### src/rtl/fp_preload_sequencer.sv
// fp_preload_sequencer: command-driven preload of the FP register file and imem, then a stall-gated run with retire/timeout accounting
module fp_preload_sequencer #(
  parameter int XLEN = 32,
  parameter int NUM_REGS = 32,
  parameter int IMEM_DEPTH = 64,
  parameter int CNT_W = 16,
  parameter int TIMEOUT = 1000,
  localparam int RA_W = $clog2(NUM_REGS),
  localparam int IA_W = $clog2(IMEM_DEPTH)
) (
  input  logic            clk,
  input  logic            reset,
  input  logic            cmd_valid,
  output logic            cmd_ready,
  input  logic [1:0]      cmd_target,
  input  logic [7:0]      cmd_addr,
  input  logic [XLEN-1:0] cmd_data,
  output logic            rf_we,
  output logic [RA_W-1:0] rf_waddr,
  output logic [XLEN-1:0] rf_wdata,
  output logic            imem_we,
  output logic [IA_W-1:0] imem_waddr,
  output logic [XLEN-1:0] imem_wdata,
  output logic            stall,
  input  logic            wb_valid,
  input  logic            wb_reg_write_en,
  output logic [CNT_W-1:0] retired,
  output logic [CNT_W-1:0] cycles,
  output logic            done,
  output logic            timeout,
  output logic            err
);
  typedef enum logic [1:0] {IDLE, RUN, HALT} state_t;
  localparam logic [CNT_W-1:0] LAST = CNT_W'(TIMEOUT - 1);
  state_t state, state_n;
  logic [CNT_W-1:0] expected, ret_inc;
  logic acc, is_reg, is_imem, is_start, is_abort, reg_ok, imem_ok, bad;
  logic running, hit, fin, tmo, zero_start;
  assign acc        = cmd_valid & cmd_ready;
  assign is_reg     = acc && cmd_target == 2'b00;
  assign is_imem    = acc && cmd_target == 2'b01;
  assign is_start   = acc && cmd_target == 2'b10;
  assign is_abort   = acc && cmd_target == 2'b11;
  assign reg_ok     = state == IDLE && is_reg && int'(cmd_addr) < NUM_REGS;
  assign imem_ok    = state == IDLE && is_imem && int'(cmd_addr) < IMEM_DEPTH;
  assign bad        = state == IDLE ? (is_reg | is_imem) & !(reg_ok | imem_ok) : acc & !is_abort;
  assign running    = state == RUN && !is_abort;
  assign hit        = wb_valid & wb_reg_write_en;
  assign ret_inc    = &retired ? retired : retired + CNT_W'(1);
  assign fin        = running && hit && ret_inc == expected;
  // completion has priority over a timeout landing on the same cycle
  assign tmo        = running && !fin && cycles == LAST;
  assign zero_start = cmd_data[CNT_W-1:0] == '0;
  always_ff @(posedge clk or posedge reset)
    if (reset) state <= IDLE;
    else state <= state_n;
  always_comb begin
    state_n = state;
    case (state)
      IDLE:    state_n = is_start ? (zero_start ? HALT : RUN) : IDLE;
      RUN:     state_n = is_abort ? IDLE : (fin | tmo) ? HALT : RUN;
      HALT:    state_n = is_abort ? IDLE : HALT;
      default: state_n = IDLE;
    endcase
  end
  always_comb begin
    stall     = state != RUN;
    cmd_ready = 1'b1;
  end
  always_ff @(posedge clk or posedge reset)
    if (reset) begin
      rf_we      <= 1'b0;
      rf_waddr   <= '0;
      rf_wdata   <= '0;
      imem_we    <= 1'b0;
      imem_waddr <= '0;
      imem_wdata <= '0;
      expected   <= '0;
      retired    <= '0;
      cycles     <= '0;
      done       <= 1'b0;
      timeout    <= 1'b0;
      err        <= 1'b0;
    end else begin
      rf_we   <= reg_ok;
      imem_we <= imem_ok;
      if (reg_ok) begin
        rf_waddr <= cmd_addr[RA_W-1:0];
        rf_wdata <= cmd_data;
      end
      if (imem_ok) begin
        imem_waddr <= cmd_addr[IA_W-1:0];
        imem_wdata <= cmd_data;
      end
      if (state == IDLE && is_start) begin
        expected <= cmd_data[CNT_W-1:0];
        retired  <= '0;
        cycles   <= '0;
        done     <= zero_start;
        timeout  <= 1'b0;
      end
      if (running) begin
        if (hit) retired <= ret_inc;
        if (cycles != LAST && !(&cycles)) cycles <= cycles + CNT_W'(1);
        done    <= fin;
        timeout <= tmo;
      end
      if (is_abort) begin
        done    <= 1'b0;
        timeout <= 1'b0;
      end
      err <= is_abort ? 1'b0 : err | bad;
    end
endmodule

### config.mk
export PLATFORM = sky130hd
export DESIGN_NAME = fp_preload_sequencer
export DESIGN_NICKNAME = d
export VERILOG_FILES = /design/src/rtl/fp_preload_sequencer.sv
export SDC_FILE = /design/constraint.sdc
export NUM_CORES = 1
export LEC_CHECK = 0
export ABC_AREA = 1
export CORE_MARGIN = 2
export CORE_UTILIZATION = 53
export DETAILED_ROUTE_END_ITERATION = 10
export MAX_ROUTING_LAYER = met4
export PLACE_DENSITY = 0.95
export REMOVE_ABC_BUFFERS = 1
export SYNTH_ARGS = -nofsm -noshare
export SYNTH_HDL_FRONTEND = slang
export SYNTH_SLANG_ARGS = --single-unit
### constraint.sdc
create_clock -name clk -period 9.5 [get_ports clk]
set_input_delay 1.425 -clock clk [delete_from_list [all_inputs] [get_ports clk]]
set_output_delay 1.425 -clock clk [all_outputs]
set_load 0.1 [all_outputs]
==> results.txt <==
----------------------------------------------------
[Run status]
  Run status ... complete, no violations

[Timing]
  Final setup violation count ... 0
  RSZ-0062 raised after global routing ... no
  Fin Clk Skew ... 0.00808 ns
  Relative slew slack ... 0.311
  Number of failing hold endpoints at the final stage ... 0
  Post-layout minimum cycle time ... 3.60 ns
  Final WS setup ... 5.90 ns
  Share of the clock period used by the worst path ... 0.379
  Final count of pins violating max slew ... 0
  Highest achievable clock rate ... 0.278 GHz
  Measured slew at the worst slew-check pin ... 1.03 ns
  Setup Total Neg Slack ... 0 ns

[Drt]
  DR vias/cell ... 5.51
  Wire length per cell after detailed routing ... 16.7 um
  DR iter-0 viols ... roughly 460
  DRC violations left ... 0
  Antenna Violating Nets Remaining ... 0
  Via count of the routed design ... 6,014
  Overall routed net length ... 18,200 um
  First drt pass iteration count ... 5

[Global routing]
  Largest net degree at the start of global routing ... 70
  Total congestion overflow ... 0
  Global-route usage over all layers ... 0.310
  Vias in the first global route ... 6,139
  Met1 Resource Use GR ... 0.381
  GRT met2 Usage ... 0.510
  Peak-usage layer in the global routing report ... met2
  Global-route wire length before repair ... roughly 30,000 um
  Antenna violations before repair ... 0
  Met3 global-route usage ... 0.0783

[Yosys]
  Number of instances in the synthesized netlist ... ~780
  Combinational family with the most area after synthesis ... simple AND/OR/NAND/NOR gates
  Portion of the post-synthesis area used by sequential elements ... 0.523
  Syn. warnings ... 0
  Netlist area before placement ... 6220 um2
  Mux share of post-synthesis cell area ... 0.00161
  Number of flops mapped to enable cells by yosys ... 0
  Library cell occupying the most area in the post-synthesis netlist ... dfrtp_1
  Simple-gate portion of the synthesized area ... 0.287
  Arithmetic-cell share of the synthesized area counting full adders, half adders and majority gates ... 0.00403
  Synthesized area divided by synthesized cell count ... 7.98 um2
  Main flop type after synthesis ... dfrtp_1
  Number of distinct library cells after synthesis ... 38
  Most common cell in the synthesized netlist ... nand2_1
  #FFs+latches synth ... 130
  Most numerous cell types in the synthesized netlist ... nand2_1 (253), dfrtp_1 (130), o21ai_0 (95)
  XOR/XNOR Fraction of Synth Area ... 0.0121
  Proportion of synthesized flip-flops having asynchronous set or reset ... 1.00
  Share of the synthesized area in compound gates (AO/OA/AOI/OAI) ... 0.0964
  Leading cell types by total area after synthesis ... dfrtp_1 (52%), nand2_1 (15%), o21ai_0 (7.6%)
  Area share of the largest cell type after synthesis ... 0.523

[Floorplanning]
  Core Area ... between 10,000 and 15,000 um2
  Vertical extent of the die ... 112 um
  Horizontal die dimension ... approximately 110 um
  Io pins ... 161
  Standard-cell rows ... 39
  Effective utilization at floorplan ... 0.544
  Die footprint ... 12,600 um2

[Clock network]
  Clock tree from TritonCTS ... built
  Clock tree root buffer cell ... clkbuf_16
  CTS Buf Count ... 17
  Number of resized instances in the post-cts repair step ... 0
  CTS HTree Levels ... 4
  Clock transition at the registers of the reported paths ... 0.06 ns
  Buffers from clock root to sink, at most ... 2
  Insertion delay to the later sink of the worst-skew pair ... 0.43 ns
  CTS Hold Buffers Added ... 0
  Post-CTS setup-driven buffer insertion count ... 0
  Total number of clock tree sinks ... 130

[Worst hold path]
  Worst hold path type ... reg -> reg
  Worst Hold Path Cells ... 2

[Placed design]
  Quantity of I/O buffers inserted on ports ... 159
  Gpl congestion ... 0.920
  Instance area at placement ... 7900 um2
  Placement Setup Slack ... between 5 and 6 ns
  HPWL after DPL ... 11,800 um

[Power and ir drop]
  Worst supply voltage drop on vdd ... 0.276 mV
  Cell leakage power ... 0.00408 uW
  Power density cells ... about 340 nW/um2
  Overall power ... 2900 uW

[Layout]
  Multi-input gate area in the final layout ... approximately 2500 um2
  Filler cell count in the final layout ... between 700 and 800
  Area Overhead vs Synth ... 36.5%
  Nets ... 984
  Non-Filler Cell Area, Final ... 8480 um2
  Number of antenna repair diodes ... 0
  Share of final-layout standard cells stronger than drive strength 1 ... 0.0643
  FF+latch area ... 3250 um2

[Worst setup path]
  Largest fanout on the critical path ... 3
  Type of the worst setup path ... reg -> out
  Number of cells on the worst reg-to-reg path ... 6
  CP Launch Type ... flop
  Logic depth of the worst path, buffers included ... 4
  Cell type group with the largest total delay on the critical path ... buffers and inverters
  Crit path max-delay cell type ... clkdlybuf4s50_1
  Highest cell delay on the worst timing path ... 1.13 ns
  Critical path, cell by cell ... inv_1 > nor2_1 > inv_1 > clkdlybuf4s50_1
  Most repeated library cell on the critical path ... inv_1
  Data required time at the worst endpoint ... 8.08 ns
  Critical path capture point type ... output port
  WP buf/inv ... 3
  Worst path arrival time ... 2.18 ns

[Run]
  Number of maximum-capacitance constraint violations ... 0

----------------------------------------------------
flip-flops by register name, summed over array words and instances (netlist names):
name and flops:
cycles 16, done 1, err 1, expected 16, imem_waddr 6, imem_wdata 32, imem_we 1, retired 16
rf_waddr 5, rf_wdata 32, rf_we 1, state 2, timeout 1
cell type report:
cell class / count / share of cell area
flip-flops and latches: 130 / 0.384
well taps: 143 / 0.0211
multi-input cells: 530 / 0.294
inverters: 95 / 0.0429
repair buffers: 161 / 0.189
clock buffers: 18 / 0.0506
clock inverters: 14 / 0.0183
worst min-delay path, stage by stage (launching register included):
cell and delay (ns):
dfrtp_1 0.34, nand2_1 0.05, nand2_1 0.05
worst paths after layout:
path	start	end	slack, ns
setup / recovery	state[0]$_DFF_PP0_	stall	5.90
hold / removal	imem_waddr[5]$_DFFE_PP0P_	imem_waddr[5]$_DFFE_PP0P_	0.47
setup reg to reg	state[1]$_DFF_PP0_	imem_wdata[24]$_DFFE_PP0P_	6.97
hold reg to reg	imem_waddr[5]$_DFFE_PP0P_	imem_waddr[5]$_DFFE_PP0P_	0.47
max in group asynchronous	reset	imem_wdata[9]$_DFFE_PP0P_	6.67
min in group asynchronous	reset	imem_wdata[24]$_DFFE_PP0P_	1.49
routing by layer:
metal	routed length, um	part of all wire	vias up
met3	1320	0.073	48
met2	9290	0.51	268
met1	7170	0.39	2880
met5	0	0	-
met4	463	0.025	0
li1	-	-	2818
metrics by stage:
step,cells,hold WS [ns],util
floorplan,755,0.474,-
global placement,1059,0.453,0.692
detailed placement,1059,0.458,0.692
CTS,1091,0.473,0.743
global route,1091,0.486,0.743
finish,1091,0.472,0.743
logic make-up (layout without fill, tap and decap cells):
| family | after synthesis | after routing |
|---|---|---|
| AO/OA/AOI/OAI | 117 | 117 |
| AND/OR/NAND/NOR | 402 | 402 |
| other | 1 | 1 |
| adder cells (fa/ha/maj) | 2 | 2 |
| buffers and inverters | 119 | 288 |
| XOR/XNOR | 7 | 7 |
| flip-flops | 130 | 130 |
| multiplexers | 1 | 1 |
power breakdown:
group | switching [uW] | internal (uW)
logic | 1120 | 321
registers | 120 | 687
clock network | 261 | 389
total | 1500 | 1400
placed cells by master (no fill, tap or decap), drive strengths merged, types with 2 or more instances in the layout:
cell type / Yosys / final
nand2: 260 / 260
clkdlybuf4s50: 0 / 159
dfrtp: 130 / 130
o21ai: 99 / 99
inv: 94 / 98
nor2: 53 / 53
nand3: 48 / 48
nand4: 21 / 21
clkbuf: 20 / 18
a21oi: 12 / 12
nor3: 10 / 10
nor4: 7 / 7
xor2: 5 / 5
clkinvlp: 0 / 5
clkinv: 1 / 4
nand3b: 3 / 3
o22ai: 2 / 2
ha: 2 / 2
bufinv: 0 / 2
buf: 4 / 2
No activity file was read; power rests on OpenSTA's default activity.
